`src/rtl/stage_result_publisher_pkg.sv`:
```
// Shared operand-forwarding types: result kinds, stage indices and the published stage record.
// Pure declarations; no timing or flow control of its own.
package stage_result_publisher_pkg;

    localparam int REGISTER_ID_WIDTH = 5;
    localparam int INT_WIDTH         = 32;

    typedef logic [REGISTER_ID_WIDTH-1:0] register_id_t;
    typedef logic [INT_WIDTH-1:0]         int_t;

    localparam register_id_t ZERO = '0;

    typedef enum logic [1:0] {
        RESULT_NONE = 2'd0,
        RESULT_ALU  = 2'd1,
        RESULT_LOAD = 2'd2,
        RESULT_MDU  = 2'd3
    } result_kind_t;

    localparam int STAGE_EX  = 0;
    localparam int STAGE_MEM = 1;
    localparam int STAGE_WB  = 2;

    localparam int       MAX_STALL_STAGES = 3;
    localparam bit [1:0] NO_SUCH_STAGE    = 2'd3;

    typedef struct packed {
        register_id_t registerId;
        logic         isReady;
        int_t         data;
    } stage_register_data_t;

    typedef stage_register_data_t [MAX_STALL_STAGES-1:0] stages_register_data_t;

    typedef struct packed {
        register_id_t registerId;
        result_kind_t kind;
        int_t         data;
    } slot_t;

    localparam slot_t BUBBLE_SLOT = '{registerId: ZERO, kind: RESULT_NONE, data: '0};

endpackage

```
`src/rtl/stage_result_publisher_mdu_countdown.sv`:
```
// Counts down the cycles an MDU op still occupies EX; busy is combinational from the count.
// Loads on MDU entry into EX, decrements only while busy; no backpressure input.
module mdu_countdown #(
    parameter int MDU_LATENCY = 4
) (
    input  logic clock,
    input  logic reset,
    input  logic load,
    input  logic exIsMdu,
    output logic busy,
    output logic done
);

    localparam int CW = (MDU_LATENCY > 1) ? $clog2(MDU_LATENCY) : 1;

    logic [CW-1:0] mduCount;

    assign done = (mduCount == '0);
    assign busy = exIsMdu && !done;

    always_ff @(posedge clock or posedge reset) begin
        if (reset) begin
            mduCount <= '0;
        end else if (load) begin
            mduCount <= CW'(MDU_LATENCY - 1);
        end else if (busy) begin
            mduCount <= mduCount - CW'(1);
        end
    end

endmodule

```
`src/rtl/stage_result_publisher.sv`:
```
// Tracks EX/MEM/WB destination, readiness and value and publishes them nearest-stage first to decode.
// Outputs are combinational from slot state and live results; mduBusy holds IF/ID/EX while an MDU op counts.
module stage_result_publisher
    import stage_result_publisher_pkg::*;
#(
    parameter int MDU_LATENCY = 4
) (
    input  logic                  clock,
    input  logic                  reset,
    input  logic                  issueValid,
    input  register_id_t          issueRegisterId,
    input  result_kind_t          issueKind,
    input  logic                  decodeStall,
    input  int_t                  exResult,
    input  int_t                  memLoadData,
    input  int_t                  mduResult,
    output stages_register_data_t dataToPreviousStages,
    output logic                  mduBusy
);

    slot_t exSlot, memSlot, wbSlot;
    slot_t exNext, exToMem, memToWb;
    logic  insert;
    logic  mduDone;

    assign insert = issueValid && !decodeStall && !mduBusy &&
                    (issueKind != RESULT_NONE) && (issueRegisterId != ZERO);

    mdu_countdown #(.MDU_LATENCY(MDU_LATENCY)) countdown (
        .clock   (clock),
        .reset   (reset),
        .load    (insert && (issueKind == RESULT_MDU)),
        .exIsMdu (exSlot.kind == RESULT_MDU),
        .busy    (mduBusy),
        .done    (mduDone)
    );

    always_comb begin
        exNext = BUBBLE_SLOT;
        if (insert) begin
            exNext.registerId = issueRegisterId;
            exNext.kind       = issueKind;
        end

        // Loads have no value yet in EX; their data is picked up on the way out of MEM.
        exToMem = exSlot;
        unique case (exSlot.kind)
            RESULT_ALU: exToMem.data = exResult;
            RESULT_MDU: exToMem.data = mduResult;
            default:    exToMem.data = '0;
        endcase

        memToWb = memSlot;
        if (memSlot.kind == RESULT_LOAD) begin
            memToWb.data = memLoadData;
        end
    end

    always_ff @(posedge clock or posedge reset) begin
        if (reset) begin
            exSlot  <= BUBBLE_SLOT;
            memSlot <= BUBBLE_SLOT;
            wbSlot  <= BUBBLE_SLOT;
        end else begin
            wbSlot <= memToWb;
            if (mduBusy) begin
                memSlot <= BUBBLE_SLOT;
            end else begin
                memSlot <= exToMem;
                exSlot  <= exNext;
            end
        end
    end

    always_comb begin
        dataToPreviousStages[STAGE_EX].registerId = exSlot.registerId;
        dataToPreviousStages[STAGE_EX].isReady    = 1'b1;
        dataToPreviousStages[STAGE_EX].data       = '0;
        unique case (exSlot.kind)
            RESULT_ALU:  dataToPreviousStages[STAGE_EX].data = exResult;
            RESULT_LOAD: dataToPreviousStages[STAGE_EX].isReady = 1'b0;
            RESULT_MDU: begin
                dataToPreviousStages[STAGE_EX].isReady = mduDone;
                dataToPreviousStages[STAGE_EX].data    = mduDone ? mduResult : '0;
            end
            default: ;
        endcase

        dataToPreviousStages[STAGE_MEM].registerId = memSlot.registerId;
        dataToPreviousStages[STAGE_MEM].isReady    = 1'b1;
        dataToPreviousStages[STAGE_MEM].data       = memToWb.data;

        dataToPreviousStages[STAGE_WB].registerId = wbSlot.registerId;
        dataToPreviousStages[STAGE_WB].isReady    = 1'b1;
        dataToPreviousStages[STAGE_WB].data       = wbSlot.data;
    end

endmodule

```
`config.mk`:
```
export PLATFORM = sky130hd
export DESIGN_NAME = stage_result_publisher
export DESIGN_NICKNAME = d
export VERILOG_FILES = /design/src/rtl/stage_result_publisher_pkg.sv /design/src/rtl/stage_result_publisher_mdu_countdown.sv /design/src/rtl/stage_result_publisher.sv
export SDC_FILE = /design/constraint.sdc
export NUM_CORES = 1
export LEC_CHECK = 0
export ABC_CLOCK_PERIOD_IN_PS = 3260
export CAP_MARGIN = 20
export CORE_ASPECT_RATIO = 0.9
export CORE_MARGIN = 2
export CORE_UTILIZATION = 35
export CTS_CLUSTER_SIZE = 10
export DETAILED_ROUTE_END_ITERATION = 10
export PLACE_DENSITY = 0.85
export SETUP_SLACK_MARGIN = 0.3
export SKIP_LAST_GASP = 1
export SYNTH_ARGS = -nofsm -noshare
export SYNTH_HDL_FRONTEND = slang
export SYNTH_SLANG_ARGS = --single-unit
```
`constraint.sdc`:
```
create_clock -name clock -period 3.26 [get_ports clock]
set_clock_uncertainty 0.15 [all_clocks]
set_input_delay 0.652 -clock clock [delete_from_list [all_inputs] [get_ports clock]]
set_output_delay 0.652 -clock clock [all_outputs]
set_load 0.005 [all_outputs]
```
### After elaboration in Yosys (flattened, before gate mapping)

Index checks and enable logic that the tools add are counted.

| storage, ports and cells | value |
|---|---|
| input bits | 107 |
| output and inout port bits | 115 |
| flip-flop bits (word level) | 85 |

| operators by class | value |
|---|---|
| $add $sub $neg | 1 |
| eq/ne operators | 5 |
| reduce and logical (&&, ||, !) cells | 13 |
| muxes and demuxes | 9 |

Operator list:

| kind | number |
|---|---|
| 32-bit case mux with 2 select lines | 2 |
| 32-bit 2-to-1 mux | 2 |
| 39-bit 2-to-1 mux | 1 |
| 2-bit equality test (second input constant) | 4 |
| 7-bit 2-to-1 mux | 1 |
| 1-bit logical AND | 6 |
| 5-bit nonzero test | 1 |
| 2-bit 2-to-1 mux | 2 |
| 2-bit nonzero test | 2 |
| 1-bit logical NOT | 3 |
| 2-bit by 1-bit equality test with 1-bit output (second input constant) | 1 |
| 2-bit logical NOT | 1 |
| 1-bit case mux with 2 select lines | 1 |
| 2-bit by 1-bit subtractor with 2-bit output (second input constant) | 1 |

### Longest topological paths before layout

| depth | value |
|---|---|
| word-level depth | 9 |
| gate-level depth with buffers | 7 |
| depth with buffers taken out | 5 |

### Modules after synthesis

From an unflattened synthesis, not the netlist that was laid out.

| unflattened totals | value |
|---|---|
| cells, all modules | 358 |
| area, all modules | 3854.9 µm² |

Modules (own cells, without submodules):

| module | cells each | times used | area an instance (µm²) |
|---|---|---|---|
| stage_result_publisher | 345 | 1 | 3727.3 |
| mdu_countdown | 13 | 1 | 127.6 |

### Worst setup path before layout

Ideal clock, no wire load.

| timing | value |
|---|---|
| kind | register -> output |
| start point | register countdown.mduCount[0] |
| end point | output port dataToPreviousStages[0] in the netlist's numbering |
| buffers on the path | 2 |
| stages on the path, launching flop included | 7 |
| data arrival time | 1.228 ns |
| slack | 1.230 ns |
| required time | 2.458 ns |
| cells stage by stage | dfrtp_1 inv_1 ha_1 and3_1 buf_2 buf_4 a22o_1 |

RTL lines:

| what | RTL line | text |
|---|---|---|
| start: declaration | stage_result_publisher_mdu_countdown.sv:16 | `logic [CW-1:0] mduCount;` |
| start signal: assignment | stage_result_publisher_mdu_countdown.sv:25 | `mduCount <= CW'(MDU_LATENCY - 1);` |
| start signal: assignment | stage_result_publisher_mdu_countdown.sv:27 | `mduCount <= mduCount - CW'(1);` |
| end: declaration | stage_result_publisher.sv:17 | `output stages_register_data_t dataToPreviousStages,` |

==> flow_summary.yaml <==
sta:
  fin_crit_sh: 0.872
  final-hold-violation-count: 0
  max_freq_ghz: 0.352
  slew_violations: 0
  finalCriticalPeriod_ns: 2.84
  hold_slack_ns: 0.228
  final-setup-viol-count: 0
  rsz0062_at_grt: "false"
  tns_ns: 0
die:
  coreArea_mm2: 0.00978
  ios: 222
  die_area_mm2: 0.0110
  chipHeight_um: 99.6
  initial_core_util: 0.364
  die_w_um: 110
  rows: 34
place:
  dp.final_hpwl_mm: 7.66
  numPortBuffers: 219
  gp_congestion: 0.739
  dp.cells: 573
clock_tree:
  cts_inserted_buffers: 9
  root_buffer: "clkbuf_16"
  clkTransAtPathRegs_ns: 0.06
  insertion_delay_ns: 0.32
  cts.path.max_buffers: 2
  cts_tree: "done"
  cts_sinks: 85
  htree_levels: 3
critical_path:
  worst_path_largest_cell_delay_ns: 0.52
  cp.required_ns: 2.46
  arrival_ns: 2.04
  critical_path_class: "reg -> out"
  path_max_fanout: 17
  crit_chain: "inv_1 > ha_2 > and3_4 > buf_12 > a22o_1 > clkdlybuf4s50_1"
  end_kind: "output port"
  slowest_stage: "clkdlybuf4s50_1"
  crit_path_start_kind: "flip-flop"
hold_path:
  worstHoldPathType: "reg -> reg"
power_and_ir_drop:
  switching_share: 0.203
  vdd_drop_max_uv: 252
  p_int_mw: 2.13
  switchingPower_uw: 541
  clockPowerShare: 0.437
  combPwrFrac: 0.146
  pwr_density_cell_mw_per_mm2: 428
  power_frac_seq: 0.417
  p_leak_nw: 2.73
  p_total_mw: 2.67
routing:
  firstDrtPassIters: 6
  via_per_inst: 5.01
  wl_met3_um: 911
  routedWlPerCell_um: 17.5
  wl_met1_mm: 3.86
  wl_met2_mm: 5.49
  drc: 0
  top_layer: "met4"
  num_vias: 2974
  wirelength_mm: 10.4
  drtIter0Drc: 92
  ant_nets: 0
global_routing:
  grt_pass1_vias: 2954
  grt-ovfl-total: 0
  grtUsageTotal: 0.180
  grt_antenna_before_repair: 0
  grt_first_pass_wirelength_mm: 15.0
  grt_max_degree: 86
synthesis:
  syn_area_mm2: 0.00356
  synth-edff-count: 0
  yosys_warnings: 0
  synth_seq_cells: 85
  synth_flop_cell: "dfrtp_1"
  synth.distinct_cells: 30
  syn_inst: 252
  synth-seq-area-share: 0.598
  avgSynthCellArea_um2: 14.1
  async_flop_share: 1.00
layout:
  layout_common_cells: "clkdlybuf4s50_1, dfrtp_1, a22o_1"
  nNetsFinal: 572
  drive_gt1_frac: 0.150
  fillers: 762
  stdcell_count: 594
  antenna_cells: 0
  layout_commonest_cell: "clkdlybuf4s50_1"
  utilization: 0.637
  area_delta_synth_final_pct: 75.2
flow_run:
  maxCapViolCount: 0
outcome:
  status: "finished, final reports clean"
==> power groups by stage <==
stage	Combinational [mW]	Sequential (mW)	Clock [mW]
floorplan	0.113	1.13	0
global placement	0.382	1.13	0
detailed placement	0.389	1.13	0
CTS	0.394	1.11	1.20
global route	0.420	1.11	1.25
finish	0.390	1.11	1.17
==> layout make-up <==
cell class | count | area, µm² | share of cell area
Timing Repair Buffer | 232 | 2370 | 0.380
Sequential cell | 85 | 2130 | 0.341
Multi-Input combinational cell | 133 | 1220 | 0.195
Clock buffer | 10 | 239 | 0.0383
Tap cell | 126 | 158 | 0.0253
Clock inverter | 5 | 108 | 0.0173
Inverter | 3 | 15.0 | 0.00241
==> flip-flops by register name, summed over array words and instances (netlist names) <==
| name | flops |
|---|---|
| countdown.mduCount | 2 |
| dataToPreviousStages | 47 |
| exSlot | 2 |
| memSlot | 34 |
==> worst paths after layout <==
path | end | depth (start not counted) | startpoint | slack, ns
max | dataToPreviousStages[31] | 6 | countdown.mduCount[1]$_DFFE_PP0P_ | 0.42
min | dataToPreviousStages[111]$_DFF_PP0_ | 0 | dataToPreviousStages[73]$_DFF_PP0_ | 0.23
max reg2reg | dataToPreviousStages[34]$_DFFE_PP0N_ | 5 | countdown.mduCount[1]$_DFFE_PP0P_ | 1.49
min reg2reg | dataToPreviousStages[111]$_DFF_PP0_ | 0 | dataToPreviousStages[73]$_DFF_PP0_ | 0.23
max in group asynchronous | countdown.mduCount[0]$_DFFE_PP0P_ | 3 | reset | 1.94
min in group asynchronous | memSlot[0]$_DFF_PP0_ | 3 | reset | 0.66
==> metal layers <==
layer,vias to the layer above,GRT usage
met5,-,0
met4,0,0.0490
met3,14,0.0603
met2,162,0.327
met1,1451,0.199
li1,1347,-
==> critical path, delay by kind of cell (launching register included) <==
family / cells / cell delay [ns]
adder cells (fa/ha/maj): 1 / 0.20
flip-flops: 1 / 0.39
AND/OR/NAND/NOR: 1 / 0.24
AO/OA/AOI/OAI: 1 / 0.14
buffers and inverters: 3 / 0.74
==> logic make-up (layout without fill, tap and decap cells) <==
logic type | after synthesis | in the layout | share of synthesized area
mux | 32 | 32 | 0.101
buf+inv | 35 | 250 | 0.0675
fa+ha+maj | 1 | 1 | 0.00352
flops | 85 | 85 | 0.598
simple gates | 24 | 24 | 0.0464
other cells | 1 | 2 | 0.00105
compound gates | 74 | 74 | 0.182
==> per-stage QoR <==
| stage | setup slack [ns] | cell area (µm²) |
|---|---|---|
| 3_5_place_dp | 0.555 | 5770 |
| 6_report | 0.419 | 6230 |
| 3_3_place_gp | 0.550 | 5770 |
| 4_1_cts | 0.275 | 6140 |
| 2_1_floorplan | 1.23 | 3560 |
| 5_1_grt | 0.300 | 6230 |
==> synth_stat cells, types with 2 or more instances <==
cell type / instances / area, µm²
a21boi_0: 2 / 15.0
a22o_1: 67 / 587
buf_2: 8 / 40.0
nor2_1: 3 / 11.3
dfrtp_1: 85 / 2130
mux2_2: 30 / 338
a31o_2: 2 / 17.5
nor2b_1: 9 / 56.3
mux2_1: 2 / 22.5
nand2b_1: 2 / 12.5
buf_4: 21 / 158
inv_1: 3 / 11.3
==> what timing repair did <==
item / in CTS / in global routing
endpoints found under the setup margin: 47 / 32
gates resized for setup: 3 / 7
gates cloned: 0 / 2
hold buffers: 0 / 0
buffers inserted: 2 / 2
(Power assumes the default switching activity.)
==> edit 1: new RTL, same settings <==
Change the package constant `INT_WIDTH` from 32 to 64.
--- a/src/rtl/stage_result_publisher_pkg.sv
+++ b/src/rtl/stage_result_publisher_pkg.sv
@@ -3,7 +3,7 @@
 package stage_result_publisher_pkg;
 
     localparam int REGISTER_ID_WIDTH = 5;
-    localparam int INT_WIDTH         = 32;
+    localparam int INT_WIDTH         = 64;
 
     typedef logic [REGISTER_ID_WIDTH-1:0] register_id_t;
     typedef logic [INT_WIDTH-1:0]         int_t;
Ports: changed (resized dataToPreviousStages, exResult, mduResult and memLoadData); port bits go from 222 to 414. The function was not compared with the original's and may differ.
==> edit 1 against the unedited design <==
- critical path depth up 1
- sequential cell count up 64
- via count up 91%
- wire length up 140%
- power up 76%
- first-iteration DRC count rose to 4.2 times the old value
- area after synthesis up 75%
- sequential power up 76%
- sequential share of layout area down 2.2 points
- setup slack worse by 0.21 ns
- final area up 87%
- count of clock-buffer cells in the layout up 10
- highest routed layer is now met5
==> edit 1: results (changes against the unedited design) <==
The run finished with clean final reports. The depth of the worst register-to-register path works out to 6 (was 5). Largest cells by area after synthesis: sky130_fd_sc_hd__dfrtp_1 (60%), sky130_fd_sc_hd__a22o_1 (18%), sky130_fd_sc_hd__mux2_2 (12%) (was sky130_fd_sc_hd__dfrtp_1 (60%), sky130_fd_sc_hd__a22o_1 (16%), sky130_fd_sc_hd__mux2_2 (9.5%)). The number of filler cells placed in the layout was 1290 (was 762); the compound-gate portion of the synthesized area was 19.3% (was 18.2%).

The layout cell share with drive strength beyond 1 is 18.9% (was 15.0%). Flip-flop count of the largest register after layout: 79 (was 47). The run gives 42.2% (was 43.7%) as the share of total power in the clock network. The via count of the first global-routing pass is 5562 (was 2954), and the maximum vdd ir drop is 0.000343 V (was 0.000252 V). The final core utilization was 66.5% (was 63.7%). For the routed length on met1, the log shows 9860 um (was 3860 um). The run gives 1980 uW (was 1170 uW) as the power in the clock group. Top post-synthesis cells by count: sky130_fd_sc_hd__dfrtp_1 (149), sky130_fd_sc_hd__a22o_1 (131), sky130_fd_sc_hd__mux2_2 (64), sky130_fd_sc_hd__buf_2 (18), sky130_fd_sc_hd__buf_6 (18) (was sky130_fd_sc_hd__dfrtp_1 (85), sky130_fd_sc_hd__a22o_1 (67), sky130_fd_sc_hd__mux2_2 (30), sky130_fd_sc_hd__buf_4 (21), sky130_fd_sc_hd__nor2b_1 (9)). Total number of vias: 5679 (was 2974).

The uppermost layer routed is met5 (was met4). Post-placement setup slack: 0.518 ns (was 0.555 ns). For the global router's overall resource usage, the log shows 24.4% (was 18.0%).

The share of synthesized area spent on multiplexers came out at 11.6% (was 10.1%). The run gives 1 (was 0) as the number of antenna violations at the first check in global routing. End of the worst register-to-register path: memSlot[0] (was dataToPreviousStages[34]). The combinational fraction of design power was 16.3% (was 14.6%); the share of synthesized area occupied by flip-flops and latches was 59.8% (about the same). The tools report the worst hold slack as 0.220 ns (was 0.228 ns).

The CTS buffer count is 17 (was 9), and the net switching share of the total power is 22.8% (was 20.3%). For the synthesized instance count, the log shows 429 (was 252). The setup slack of the most critical reg-to-reg path was 1.41 ns (was 1.49 ns).
==> edit 1: cell count changes in the layout (fill, tap and decap cells not counted), moves of 32 or more <==
cell	change
sky130_fd_sc_hd__dlymetal6s2s_1	+32
sky130_fd_sc_hd__a22o_1	+64
sky130_fd_sc_hd__dfrtp_1	+64
sky130_fd_sc_hd__clkdlybuf4s50_1	+131
sky130_fd_sc_hd__mux2_2	+34
==> edit 1: repair_timing <==
item / CTS / global route
gates resized for setup: 46 / 66
setup buffers: 16 / 9
endpoints found under the setup margin: 129 / 94
gates cloned: 8 / 5
pin swaps: 2 / 4
==> edit 1: cell type report <==
class | count | share of cell area [%]
timing repair buffer | 457 | 42.0
sequential | 149 | 31.9
clock inverter | 12 | 1.33
clock buffer | 20 | 3.74
multi-input combinational | 229 | 18.3
tap | 240 | 2.57
inverter | 3 | 0.129
==> edit 2: new RTL, config.mk and constraints unchanged <==
Without the edit above. Make the reset (`reset`) synchronous in 2 clocked blocks.
--- a/src/rtl/stage_result_publisher_mdu_countdown.sv
+++ b/src/rtl/stage_result_publisher_mdu_countdown.sv
@@ -18,7 +18,7 @@
     assign done = (mduCount == '0);
     assign busy = exIsMdu && !done;
 
-    always_ff @(posedge clock or posedge reset) begin
+    always_ff @(posedge clock) begin
         if (reset) begin
             mduCount <= '0;
         end else if (load) begin
--- a/src/rtl/stage_result_publisher.sv
+++ b/src/rtl/stage_result_publisher.sv
@@ -56,7 +56,7 @@
         end
     end
 
-    always_ff @(posedge clock or posedge reset) begin
+    always_ff @(posedge clock) begin
         if (reset) begin
             exSlot  <= BUBBLE_SLOT;
             memSlot <= BUBBLE_SLOT;
Check against the original RTL: differs if reset is asserted again (counterexample within 4 cycles, from zero or initial values and one cycle with reset high); with reset held inactive, the same outputs for 10 cycles.
==> edit 2 against the unedited design <==
- critical path depth grew 1
- final area grew 1.9%
- combinational power shrank 25%
- sequential cell count is the same
- setup slack lost 0.038 ns
- wire length grew 9.7%
- area after synthesis grew 6.5%
- count of clock-buffer cells in the layout shrank 1
- power shrank 14%
- critical path type unchanged
- critical endpoint is now dataToPreviousStages[5]
==> edit 2: results (changes against the unedited design) <==
The async set-or-reset flop fraction in the synthesized netlist came out at 0% (was 100%). The master of the slowest instance on the critical path was sky130_fd_sc_hd__clkdlybuf4s50_1 (unchanged). The cell type group with the largest total delay on the critical path was buffers and inverters (unchanged). The maximum vdd ir drop was 0.000264 V (was 0.000252 V). The tools report the number of max-slew violations in the final report as 0 (unchanged).

For the number of buffers inserted by hold repair at cts, the log shows 0 (unchanged). Top post-synthesis cells by count: sky130_fd_sc_hd__dfxtp_1 (85), sky130_fd_sc_hd__nand2_1 (71), sky130_fd_sc_hd__a21oi_1 (39), sky130_fd_sc_hd__nor2b_1 (39), sky130_fd_sc_hd__nand2b_1 (33) (was sky130_fd_sc_hd__dfrtp_1 (85), sky130_fd_sc_hd__a22o_1 (67), sky130_fd_sc_hd__mux2_2 (30), sky130_fd_sc_hd__buf_4 (21), sky130_fd_sc_hd__nor2b_1 (9)). For the maximum number of pins on one net before global-route repair, the log shows 48 (was 86). The total number of vias is 3519 (was 2974), and the level count of the clock H-tree is 3 (unchanged). The run finished with clean final reports.

The clock root buffer master was sky130_fd_sc_hd__clkbuf_16 (unchanged). The highest fanout seen on the critical path works out to 8 (was 17). For the maximum number of buffers from clock root to sink, the log shows 2 (unchanged). The global router's overall resource usage was 18.3% (was 18.0%); the actual transition at the worst max-transition pin was 0.513 ns. The count of yosys warnings during synthesis was 0 (unchanged); the CTS buffer count was 9 (unchanged). The type of the worst min-delay path is flop to flop (unchanged). The data arrival time at the worst-slack endpoint was 2.08 ns (was 2.04 ns); the net switching share of the total power was 23.1% (was 20.3%).

The tools report the number of iterations in the first detailed-routing pass as 4 (was 6). The final-stage net count is 710 (was 572), and the total of buffers placed on input and output ports is 219 (unchanged). The tools report the static leakage power as 0.00247 uW (was 0.00273 uW).

The logs give 0.33 ns for the clock network latency to the later pin of the worst-skew pair and 8330 um (was 7660 um) for the HPWL after detailed placement. The tools report the number of antenna violations at the first check in global routing as 1 (was 0). The post-synthesis cell type count came out at 29 (was 30). The final weighted congestion in routability-driven placement was 0.807 (was 0.739); the number of setup buffers added after CTS was 0 (was 2). The tools report the number of violations reported at the end of detailed-routing iteration 0 as 147 (was 92).

The highest cell delay on the worst timing path was 0.53 ns. The most instantiated flip-flop cell in the synthesis netlist was sky130_fd_sc_hd__dfxtp_1 (was sky130_fd_sc_hd__dfrtp_1). After clock tree synthesis, the clock-pin slew on the worst setup and hold paths is 0.07 ns. The first-pass GRT wire length is 16800 um (was 15000 um). Largest cells by area after synthesis: sky130_fd_sc_hd__dfxtp_1 (45%), sky130_fd_sc_hd__mux2_4 (12%), sky130_fd_sc_hd__nand2_1 (7.0%) (was sky130_fd_sc_hd__dfrtp_1 (60%), sky130_fd_sc_hd__a22o_1 (16%), sky130_fd_sc_hd__mux2_2 (9.5%)). The share of synthesized area occupied by flip-flops and latches is 44.9% (was 59.8%). The flip-flop count of the largest register after layout was 47 (unchanged). The post-placement setup slack was 0.383 ns (was 0.555 ns); the layout cell share with drive strength beyond 1 was 11.4% (was 15.0%). The tools report the number of filler cells placed in the layout as 890 (was 762). For the overall routed net length, the log shows 11400 um (was 10400 um).
==> edit 2: cell count changes in the layout (fill, tap and decap cells not counted), sizes merged, moves of 3 or more <==
cell	unedited run	this run
clkdlybuf4s50	219	210
nand4	0	5
dlymetal6s2s	0	8
a21boi	2	32
a21oi	1	39
dfxtp	0	85
inv	3	7
nor2b	9	39
a22o	67	0
and2	1	7
dfrtp	85	0
nand2	1	71
nand2b	2	33
bufinv	3	0
==> edit 2: logic make-up (layout without fill, tap and decap cells) <==
logic type	after synthesis	after routing	synth area share, %
simple gates	161	161	22.1
flops	85	85	44.9
compound gates	77	77	12.9
buf+inv	44	249	7.20
mux	32	32	12.5
fa+ha+maj	1	1	0.330
other cells	1	3	0.0990
==> edit 2: layout make-up <==
cell class,instances,share of cell area [%]
Timing Repair Buffer,229,36.8
Antenna cell,1,0.0394
Clock inverter,7,0.887
Clock buffer,9,3.55
Multi-Input combinational cell,273,29.0
Sequential cell,85,26.9
Tap cell,133,2.62
Inverter,4,0.236
==> edit 2: power groups by stage <==
stage | sequential, uW | combinational, uW | clock, uW
6_report | 1060 | 294 | 951
5_1_grt | 1060 | 315 | 1030
4_1_cts | 1060 | 291 | 984
3_5_place_dp | 1080 | 288 | 0
3_3_place_gp | 1080 | 282 | 0
2_1_floorplan | 1080 | 94.9 | 0
==> edit 2: final timing paths <==
kind | start | end | slack [ns] | depth (start not counted)
max | countdown.mduCount[0] | dataToPreviousStages[5] | 0.38 | 7
min | dataToPreviousStages[74] | dataToPreviousStages[112] | 0.31 | 1
max reg2reg | exSlot[33] | memSlot[19] | 1.36 | 5
min reg2reg | dataToPreviousStages[74] | dataToPreviousStages[112] | 0.31 | 1
==> edit 2: per-layer routing <==
metal,share of wire [%],GRT usage (%)
met1,38,19.8
met4,2.4,6.94
met5,0,0
met3,7.7,5.41
met2,52,34.1
==> edit 2: what timing repair did <==
| item | 4_1_cts | 5_1_grt |
|---|---|---|
| gates cloned | 0 | 1 |
| endpoints found under the hold margin | 0 | 0 |
| endpoints found under the setup margin | 23 | 24 |
| gates resized for setup | 8 | 12 |
==> edit 2: metrics by stage <==
step | util (%) | instances | area (um2) | hold slack (ns)
final | 59.5 | 741 | 6350 | 0.311
after global routing | 59.5 | 741 | 6350 | 0.327
after CTS | 59.0 | 739 | 6290 | 0.314
after detailed placement | 56.2 | 723 | 6000 | 0.297
after global placement | 56.2 | 723 | 6000 | 0.296
after floorplan | - | 402 | 3790 | 0.289
